$ cat config.mk
export PLATFORM = sky130hd
export DESIGN_NAME = radio_timing_sequencer
export DESIGN_NICKNAME = d
export VERILOG_FILES = /design/src/rtl/radio_timing_sequencer_pkg.sv /design/src/rtl/radio_timing_sequencer_sync.sv /design/src/rtl/radio_timing_sequencer.sv
export SDC_FILE = /design/constraint.sdc
export NUM_CORES = 1
export LEC_CHECK = 0
export ABC_AREA = 1
export BUFFER_PORTS_ARGS = -buffer_cell sky130_fd_sc_hd__buf_2
export CORE_UTILIZATION = 45
export CTS_CLUSTER_SIZE = 8
export DETAILED_ROUTE_END_ITERATION = 12
export PLACE_DENSITY_LB_ADDON = 0.2
export SETUP_SLACK_MARGIN = 0.2
export SYNTH_ARGS = -nofsm -noshare
export SYNTH_HDL_FRONTEND = slang
export SYNTH_HIERARCHICAL = 1
export SYNTH_SLANG_ARGS = --single-unit
$ cat constraint.sdc
create_clock -name clk -period 1.2 [get_ports clk]
set_input_delay 0.36 -clock clk [delete_from_list [all_inputs] [get_ports clk]]
set_output_delay 0.36 -clock clk [all_outputs]
set_load 0.005 [all_outputs]
$ cat src/rtl/radio_timing_sequencer_pkg.sv
// Shared types and defaults for the radio timing engine.
// The top-level sequencer and the synchroniser both import this package.
package pa_TimingEngine;

  typedef enum logic [2:0] {
    IDLE     = 3'd0,
    PLL_WAIT = 3'd1,
    ARST     = 3'd2,
    ACTIVE   = 3'd3,
    ERROR    = 3'd4
  } te_state_t;

  localparam int DEF_SYNC_STAGES        = 2;
  localparam int DEF_PLL_TIMEOUT_CYCLES = 255;

endpackage

$ cat src/rtl/radio_timing_sequencer_sync.sv
// Single-bit flop-chain synchroniser for an asynchronous request.
// The chain clears synchronously on reset.
import pa_TimingEngine::*;

module te_sync_bit #(
  parameter int SYNC_STAGES = DEF_SYNC_STAGES
) (
  input  logic clk,
  input  logic reset,
  input  logic async_in,
  output logic sync_out
);

  logic [SYNC_STAGES-1:0] chain_q;
  logic [SYNC_STAGES-1:0] chain_d;

  always_comb begin
    chain_d = {chain_q[SYNC_STAGES-2:0], async_in};
  end

  always_ff @(posedge clk) begin
    if (reset) begin
      chain_q <= '0;
    end else begin
      chain_q <= chain_d;
    end
  end

  assign sync_out = chain_q[SYNC_STAGES-1];

endmodule

$ cat src/rtl/radio_timing_sequencer.sv
// Radio power-up sequencer: PLL wait, fast-settle window, then radio enable.
// Outputs are decoded from the registered state only.
import pa_TimingEngine::*;

module radio_timing_sequencer #(
  parameter int SIZE_SPISLAVE_T_ARSTFS = 1,
  parameter int SYNC_STAGES            = DEF_SYNC_STAGES,
  parameter int PLL_TIMEOUT_CYCLES     = DEF_PLL_TIMEOUT_CYCLES
) (
  input  logic                              clk,
  input  logic                              reset,
  input  logic                              radioEnableUnsynced,
  input  logic                              radioRxEnUnsynced,
  input  logic                              pllSettled,
  input  logic [SIZE_SPISLAVE_T_ARSTFS-1:0] tArstFs,
  output logic                              radioEnableSynced,
  output logic                              radioRxEnSynced,
  output logic                              pllEnable,
  output logic                              arstFs,
  output logic                              radioEnable,
  output logic                              radioRxEn,
  output logic                              pllTimeout
);

  localparam int TW = $clog2(PLL_TIMEOUT_CYCLES + 1);
  localparam int CW = SIZE_SPISLAVE_T_ARSTFS;

  te_state_t     state_q, state_d;
  logic [TW-1:0] timer_q, timer_d;
  logic [CW-1:0] counter_q, counter_d;
  logic          en_s;
  logic          rx_s;

  te_sync_bit #(.SYNC_STAGES(SYNC_STAGES)) u_sync_en (
    .clk      (clk),
    .reset    (reset),
    .async_in (radioEnableUnsynced),
    .sync_out (en_s)
  );

  te_sync_bit #(.SYNC_STAGES(SYNC_STAGES)) u_sync_rx (
    .clk      (clk),
    .reset    (reset),
    .async_in (radioRxEnUnsynced),
    .sync_out (rx_s)
  );

  // Priority in every busy state: request withdrawn, PLL lost, progress, timeout.
  always_comb begin
    state_d   = state_q;
    timer_d   = timer_q;
    counter_d = counter_q;
    case (state_q)
      IDLE: begin
        if (en_s) begin
          state_d = PLL_WAIT;
          timer_d = '0;
        end
      end
      PLL_WAIT: begin
        timer_d = timer_q + TW'(1);
        if (!en_s) begin
          state_d = IDLE;
        end else if (pllSettled) begin
          if (tArstFs == '0) begin
            state_d = ACTIVE;
          end else begin
            state_d   = ARST;
            counter_d = tArstFs;
          end
        end else if (timer_q == TW'(PLL_TIMEOUT_CYCLES - 1)) begin
          state_d = ERROR;
          timer_d = timer_q;
        end
      end
      ARST: begin
        counter_d = counter_q - CW'(1);
        if (!en_s) begin
          state_d = IDLE;
        end else if (!pllSettled) begin
          state_d = PLL_WAIT;
          timer_d = '0;
        end else if (counter_q == CW'(1)) begin
          state_d = ACTIVE;
        end
      end
      ACTIVE: begin
        if (!en_s) begin
          state_d = IDLE;
        end else if (!pllSettled) begin
          state_d = PLL_WAIT;
          timer_d = '0;
        end
      end
      ERROR: begin
        if (!en_s) begin
          state_d = IDLE;
        end
      end
      default: begin
        state_d = IDLE;
      end
    endcase
  end

  always_ff @(posedge clk) begin
    if (reset) begin
      state_q   <= IDLE;
      timer_q   <= '0;
      counter_q <= '0;
    end else begin
      state_q   <= state_d;
      timer_q   <= timer_d;
      counter_q <= counter_d;
    end
  end

  assign radioEnableSynced = en_s;
  assign radioRxEnSynced   = rx_s;
  assign pllEnable   = (state_q == PLL_WAIT) || (state_q == ARST) || (state_q == ACTIVE);
  assign arstFs      = (state_q == ARST);
  assign radioEnable = (state_q == ACTIVE);
  assign radioRxEn   = (state_q == ACTIVE) && rx_s;
  assign pllTimeout  = (state_q == ERROR);

endmodule

# Word-level counts from Yosys, hierarchy flattened
# Index checks and enable logic that the tools add are counted.
[op_classes]
addsub = 2
n_eq_ne = 16
muxes = 23
n_reduce_logical = 10
[ops]
columns = ["op", "count"]
rows = [
  ["$mux 8", 6],
  ["$mux 3", 10],
  ["$pmux 8 s3", 1],
  ["$pmux 3 s5", 1],
  ["$ne 4x4->1 const B", 3],
  ["$reduce_and 5->1", 2],
  ["$add 8x1->8 const B", 1],
  ["$eq 8x8->1 const B", 1],
  ["$ne 2x2->1 const B", 4],
  ["$eq 3x2->1 const B", 2],
  ["$ne 2x1->1 const B", 3],
  ["$mux 1", 4],
  ["$reduce_and 4->1", 1],
  ["$eq 3x1->1 const B", 1],
  ["$eq 3x3->1 const B", 1],
  ["$logic_not 3->1", 1],
  ["$ne 3x3->1 const B", 1],
  ["$reduce_bool 3->1", 1],
  ["$logic_or 1x1->1", 2],
  ["$pmux 1 s2", 1],
  ["$reduce_bool 2->1", 1],
  ["$reduce_or 2->1", 1],
  ["$logic_and 1x1->1", 1],
  ["$sub 1x1->1 const B", 1],
]
[word_totals]
ff_bits = 16
word_cells = 56

# Longest topological paths before layout
# Gate-level depths: netlist of the first run.
[logic_depth]
depth_word = 5
depth_mapped = 11

# By module
# The synthesis of the first run kept the hierarchy.
[modules_own_cells]
columns = ["module", "instances", "cells_each", "area_each_um2", "seq_area_each_um2"]
rows = [
  ["radio_timing_sequencer", 1, 145, 858.3, 240.2],
  ["te_sync_bit", 2, 6, 55.1, 40.0],
]

# Worst setup path after synthesis of the first run
# OpenSTA, ideal clock, no wires.
[synth_timing]
path_kind = "flip-flop to flip-flop"
startpoint = "reg timer_q[0]"
endpoint = "reg timer_q[5]"
setup_time_ps = 64
t_arrival_ps = 1187
t_required_ps = 1136
slack_ps = -51
stages_incl_launch_ff = 12
path_buffers = 0
synth_period_minus_slack_ps = 1251
cell_sequence = "dfxtp_1 inv_1 ha_1 nand3_1 inv_1 nand2_1 nor2_1 nor2_2 nand2_1 nand2_1 inv_2 nor2_1"
[synth_between]
elab_chain_cells = 5
[synth_lines]
columns = ["element", "line_no", "source"]
rows = [
  ["start: declaration", "radio_timing_sequencer.sv:29", "logic [TW-1:0] timer_q, timer_d;"],
  ["start signal: assignment", "radio_timing_sequencer.sv:113", "timer_q <= timer_d;"],
  ["$add 8x1->8", "radio_timing_sequencer.sv:61", "timer_d = timer_q + TW'(1);"],
  ["$mux 8", "radio_timing_sequencer.sv:71", "end else if (timer_q == TW'(PLL_TIMEOUT_CYCLES - 1)) begin"],
  ["$mux 8", "radio_timing_sequencer.sv:64", "end else if (pllSettled) begin"],
  ["$mux 8", "radio_timing_sequencer.sv:62", "if (!en_s) begin"],
  ["$pmux 8 s3", "radio_timing_sequencer.sv:53", "case (state_q)"],
]
# Parallel ways exist; a longest one is shown, timed or not. The select of a mux whose other input is x is not followed.
# A chain may end at the register's enable or synchronous reset.

# Worst setup path after layout of the first run
[layout_timing]
startpoint = "reg state_q[1]"
endpoint = "out radioRxEn"
[layout_between]
elab_chain_cells = 2
[layout_lines]
columns = ["element", "line_no", "source"]
rows = [
  ["start: declaration", "radio_timing_sequencer.sv:28", "te_state_t state_q, state_d;"],
  ["start signal: assignment", "radio_timing_sequencer.sv:112", "state_q <= state_d;"],
  ["$eq 3x2->1", "radio_timing_sequencer.sv:123", "assign radioRxEn = (state_q == ACTIVE) && rx_s;"],
  ["$logic_and 1x1->1", "radio_timing_sequencer.sv:123", ""],
  ["end: declaration", "radio_timing_sequencer.sv:21", "output logic radioRxEn,"],
]
# No other way between the ends.

==> run metrics, run 1 <==
Critical path buffers and inverters=2; vias=1,162; Total Nets Final=209; layout cells sized above 1=52.0%; first-pass GRT wire length=4.64 mm; final hold violations=0; DRT Pass-1 Iters=4; Final Max Tran Viols=0; core footprint=2000 µm²; synthesized instance count=157; Cell Area, Placed=1240 µm²; H-tree levels=1; critical path, cell by cell=inv_4 -> nor2_4 -> and3_1 -> buf_2; Top delay family on crit path=flip-flops; Final period util=122%; die boundary width=48.4 µm; Synth area leader=dfxtp_1; outcome=finished with violations; antenna violations before repair=0; Worst Setup Slack, final=-269 ps; startpoint types=register; M2 GR Usage=41.3%; CP arrival=approximately 1100 ps; YS warnings=6; CTS sink cnt=16; P_sw=0.407 mW; unique cell type count in the Yosys netlist=22; Seq pwr share=a little over two fifths; Clock power frac=~27%; Leakage=0.720 nW; routed length per instance=13.3 µm; gr ovfl total=0; Sw Ratio=a little under a third; Worst EP required=840 ps; dpl hpwl=1.79 mm; pin count of the biggest net entering global routing=10; die span in y=48.4 µm; worst setup path class=register to output port; #FFs+latches synth=16; minimum clock period after layout=1470 ps; Util after Layout=about four fifths; antenna cells=0; Final TNS setup=-3080 ps; Port Buffers=12; Slowest-stage cell, CP=dfxtp_4; Gate power share=29.2%; clk_lat worst skew=290 ps; Detailed Route WL=3.03 mm; Mean Syn Cell Area=6.17 µm²; Starting Density=48.4%; max cap viols=0; Clk Tree Root Cell=clkbuf_4; area share of the largest cell type after synthesis=roughly a third; P_int=0.901 mW; vias in the first global route=1,107; clk buf depth=2; synth cell count leaders=nand2_1 (40), inv_1 (26), nor2_1 (23); Layout area overhead=61.8%; register area share after synthesis=about a third; Power Dens Cells=835 nW/µm²; Worst VDD drop=0.809 mV; final setup fails=17; Num CTS Buffers=3; cell area after synthesis=968 µm²; CTS tree=done; RR Startpoint=state_q[1]; number of vias per cell=5.12; Max Fclk=around 0.68 GHz; most common cell in the synthesized netlist=nand2_1; post-route insts no fill=between 200 and 250; DRC violations left=0; remaining antenna violation count=0; GRT Util Overall=between 20% and 30%; EDFF count, synth=0; CP peak stage delay=390 ps; row cnt=16; Clock Skew=approximately 9.0 ps; crit path launch=state_q[1]; worst-path fanout max=5; GR Util met1=31.7%; dpl cells=211; die area=2340 µm²; final instance area=1570 µm²; Top FF cell, synth=dfxtp_1; Ports=13; clock slew at reported path FFs=100 ps; hold_sp=radioEnableUnsynced; failing checks=negative setup slack; global placer's final weighted congestion=0.855; busiest grt layer=met2; Initial DRC Count=39; Async SR Flop Fraction=0%; element type at the critical path end=output port; Worst slew margin=83.4%; hold crit path type=primary input to register; Worst-Margin Slew=248 ps; met3 GRT Util=4.72%; Synth Net Count=165; Synth area leaders=dfxtp_1 (33%), nand2_1 (16%), inv_1 (10%); RSZ-0062 raised after global routing=true
## per-stage QoR
stage	setup slack [ps]	power [mW]	hold slack (ps)
6_report	-269	1.31	265
3_5_place_dp	-147	0.829	401
3_3_place_gp	-117	0.824	385
4_1_cts	-260	1.25	266
5_1_grt	-342	1.37	257
2_1_floorplan	3.78	0.745	381
## repair_timing
item	in CTS	in global routing
pin swaps	16	11
buffers inserted	8	4
hold buffers	0	0
setup endpoints to repair	19	19
gates resized for setup	32	22
## layout by cell type, fill, tap and decap left out, types with 3 or more instances in the layout
cell / synthesis / final
dfxtp_4: 0 / 5
nor2_2: 5 / 5
nand4_1: 4 / 4
nand2_4: 1 / 3
buf_6: 0 / 6
buf_4: 0 / 22
dfxtp_1: 16 / 9
buf_2: 0 / 11
nor2_1: 23 / 17
a21oi_2: 0 / 5
nand3_4: 0 / 3
nand2_1: 40 / 26
inv_1: 26 / 22
nand3_1: 11 / 4
clkbuf_4: 0 / 3
nand3_2: 1 / 5
nor2_4: 1 / 7
a21oi_1: 11 / 6
inv_2: 4 / 6
nand2_2: 1 / 13
## per-layer routing
layer  up-vias  wire length [µm]
met4         0               114
met3        14               151
met5         -                 0
met1       522              1300
li1        575                 -
met2        51              1470
## path summary, 6_finish.rpt
| path | endpoint | slack, ps | cells after the start |
|---|---|---|---|
| setup / recovery | radioRxEn | -270 | 4 |
| hold / removal | u_sync_en/chain_q[0] | 270 | 3 |
| setup reg to reg | timer_q[2] | -230 | 10 |
| hold reg to reg | u_sync_en/chain_q[1] | 410 | 2 |
## power by group through the flow
| stage | clock network (mW) | registers (mW) | logic [mW] |
|---|---|---|---|
| after floorplan | 0 | 0.585 | 0.160 |
| after global placement | 0 | 0.588 | 0.236 |
| after detailed placement | 0 | 0.589 | 0.239 |
| after CTS | 0.362 | 0.567 | 0.318 |
| after global routing | 0.386 | 0.571 | 0.410 |
| final | 0.358 | 0.569 | 0.382 |
## area by class of cell
type                            count  area [µm²]
Tap cell                           27        33.8
Fill cell                         127         435
Inverter                           30         118
Sequential cell                    16         342
Multi-Input combinational cell    110         729
Timing Repair Buffer               40         308
Clock buffer                        4        36.3
## logic make-up after synthesis
family,Yosys count,share of synthesized area (%)
AOI/OAI and AO/OA,17,9.30
and+or+nand+nor,89,41.2
DFF,16,33.1
xor gates and xnor gates,2,1.81
adders and majority gates,2,2.58
buffers and inverters,31,12.0
## flip-flops by register name, summed over array words and instances, names as in the netlist
| register | flops |
|---|---|
| u_sync_en/chain_q | 2 |
| u_sync_rx/chain_q | 2 |
| state_q | 3 |
| counter_q | 1 |
| timer_q | 8 |
## worst register-to-register path, delay by kind of cell, from the launching register on
family	cells	cell delay (ps)
and+or+nand+nor	4	330
buffers and inverters	5	500
AOI/OAI and AO/OA	1	150
DFF	1	390
Note: power is estimated with default switching activity, not from simulation.
==> inputs of run 2 (changes only) <==
--- a/config.mk
+++ b/config.mk
@@ -5,7 +5,6 @@
 export SDC_FILE = /design/constraint.sdc
 export NUM_CORES = 1
 export LEC_CHECK = 0
-export ABC_AREA = 1
 export BUFFER_PORTS_ARGS = -buffer_cell sky130_fd_sc_hd__buf_2
 export CORE_UTILIZATION = 45
 export CTS_CLUSTER_SIZE = 8
==> run 2 against run 1 <==
  * The flow still finishes with violations (negative setup slack)
  * Largest power group is now combinational logic
  * Cell count is 12% lower
  * Critical path depth grew 1
  * Register-to-register slack got worse by 230 ps
  * Via count is 3.5% higher
  * Clock power down 20%
  * Die area fell by 3.0%
==> run metrics, run 2 <==
met3 GRT Util=4.53% (-0.19 points); Max Fclk=0.582 GHz (-14%); antenna violations before repair=0 (unchanged); failing checks=negative setup slack; synthesized instance count=112 (-29%); most common cell in the synthesized netlist=dfxtp_1; layout cells sized above 1=62.2% (+10 points); routed length per instance=19.2 µm (+44%); DRT Pass-1 Iters=4 (unchanged); Detailed Route WL=3.81 mm (+26%); area share of the largest cell type after synthesis=34.1% (+1.1 points); outcome=finished with violations; RSZ-0062 raised after global routing=true; Synth area leader=dfxtp_1; Clock Skew=1.27 ps (-7.69 ps); Cell Area, Placed=1420 µm² (+14%); busiest grt layer=met2; Sequential Area=340 µm² (-0.37%); Slowest-stage cell, CP=dfxtp_4; GR Util met1=38.0% (+6.3 points); Num CTS Buffers=3 (unchanged); minimum clock period after layout=1720 ps (+248 ps); final instance area=1760 µm² (+12%); Total Nets Final=182 (-13%); Worst Setup Slack, final=-517 ps (-248 ps); Worst slew margin=76.7% (-6.6 points); worst setup path class=register to output port; Placement Setup Slack=-561 ps (-415 ps); antenna cells=0 (unchanged); Power Dens Cells=877 nW/µm² (+5.0%); Starting Density=47.8% (-0.54 points); YS warnings=6 (unchanged); element type at the critical path end=output port; clock slew at reported path FFs=90 ps (about the same); remaining antenna violation count=0 (unchanged); Clk Tree Root Cell=clkbuf_4; CP peak stage delay=350 ps (-40 ps); Worst-Margin Slew=347 ps (+98.7 ps); Ports=13 (unchanged); Initial DRC Count=60 (+54%); CTS sink cnt=16 (unchanged); DRC violations left=0 (unchanged); final hold violations=0 (unchanged); gr ovfl total=0 (unchanged); first-pass GRT wire length=4.92 mm (+5.9%); commonest non-fill, non-tap cell in the layout=buf_4; Final period util=143% (+21 points); startpoint types=register; Layout area overhead=87.1%; Leakage=0.717 nW (-0.41%); global placer's final weighted congestion=0.896 (+4.8%); cell area after synthesis=938 µm² (-3.1%); pin count of the biggest net entering global routing=10 (unchanged); CTS tree=done; Top FF cell, synth=dfxtp_1; dpl hpwl=2.08 mm (+16%); Worst VDD drop=0.872 mV (+7.8%); critical path, cell by cell=buf_6 -> buf_12 -> and3b_1 -> and2_1 -> buf_2; vias in the first global route=1,095 (-1.1%); Port Buffers=12 (unchanged); final setup fails=18 (+1); die boundary width=47.7 µm (-1.5%); Mean Syn Cell Area=8.38 µm² (+36%); core footprint=1960 µm² (-2.0%); CP arrival=1360 ps (+250 ps); M2 GR Usage=58.1% (+17 points); Synth area leaders=dfxtp_1 (34%), nor2b_1 (5.3%), nor2_1 (4.0%); commonest non-fill, non-tap cells in the layout=buf_4 (38), buf_2 (11), buf_6 (9); unique cell type count in the Yosys netlist=40 (+82%); GRT Util Overall=32.2% (+7.0 points); R2R setup slack=-460 ps (-230 ps); synth cell count leaders=dfxtp_1 (16), nor2_1 (10), nand2_1 (8), nor2b_1 (8), nand3_1 (6); register area share after synthesis=34.1% (+1.1 points); EDFF count, synth=0 (unchanged); worst-path fanout max=5 (unchanged); clk buf depth=2 (unchanged); max reg flops=8 (unchanged); die span in y=47.7 µm (-1.5%); max cap viols=0 (unchanged); hold crit path type=primary input to register; Final Max Tran Viols=0 (unchanged); number of vias per cell=6.05 (+18%); Largest regs=timer_q x8, state_q x3; area of the multi-input gates=798 µm² (+9.4%); #FFs+latches synth=16 (unchanged); die area=2270 µm² (-3.0%); largest register by flop count=timer_q; H-tree levels=1 (unchanged); fillcell total=94 (-26%); vias=1,203 (+3.5%); clk_lat worst skew=290 ps (about the same); Async SR Flop Fraction=0% (unchanged); Worst EP required=840 ps (about the same); Synth Net Count=120 (-27%); row cnt=16 (unchanged)
==> run 2: cell count changes after synthesis, moves of 8 or more <==
cell	previous run	this run
a21oi_1	11	3
inv_1	26	2
nand2_1	40	8
nor2_1	23	10
nor2b_1	0	8
==> run 2: through the flow <==
stage	hold slack, ps	TNS [ps]	cells	total power, mW	util (%)
finish	278	-5680	199	1.54	89.5
global route	276	-6710	199	1.61	89.5
CTS	278	-4870	194	1.45	84.8
detailed placement	432	-5240	183	1.10	72.3
global placement	420	-4850	183	1.09	72.3
floorplan	414	-2270	112	0.878	-
==> run 2: cells by family after synthesis <==
kind of cell,Yosys count,synth area share (%)
simple gates,57,36.1
compound gates,26,21.3
flops,16,34.1
buf+inv,9,3.73
fa+ha+maj,2,2.67
xor+xnor,1,0.934
mux,1,1.07
==> run 2: worst paths after layout <==
check,startpoint,endpoint,depth (start not counted)
max,state_q[2],radioRxEn,5
min,radioRxEnUnsynced,u_sync_rx/chain_q[0],2
max reg2reg,state_q[2],timer_q[4],5
min reg2reg,u_sync_rx/chain_q[0],u_sync_rx/chain_q[1],1
==> run 2: critical path: cells and delay by family, from the launching register on <==
family,cells,cell delay [ps]
and+or+nand+nor,2,370
DFF,1,350
buffers and inverters,3,350
==> run 2: final cells by class <==
cell class,count,share of cell area (%)
multi-input cells,87,45.5
clock buffers,3,1.28
inverters,3,0.641
well taps,27,1.92
repair buffers,63,31.3
flip-flops and latches,16,19.4
==> run 2: metal layers <==
layer / wire, µm / vias to the layer above
met3: 215 / 14
met1: 1600 / 586
met5: 0 / -
li1: - / 546
met2: 1890 / 57
met4: 108 / 0
==> run 2: power breakdown <==
part / leakage [nW] / switching, mW / total, mW / internal (mW)
Sequential: 0.136 / 0.0228 / 0.578 / 0.555
Combinational: 0.568 / 0.351 / 0.677 / 0.326
Clock: 0.0138 / 0.169 / 0.286 / 0.117
Total: 0.717 / 0.543 / 1.54 / 0.997
==> run 2: repair_timing <==
action,4_1_cts,5_1_grt
resized for setup,29,12
setup endpoints to repair,19,19
hold buffers,0,0
cloned,1,0
setup buffers,7,5
pin swaps,15,11
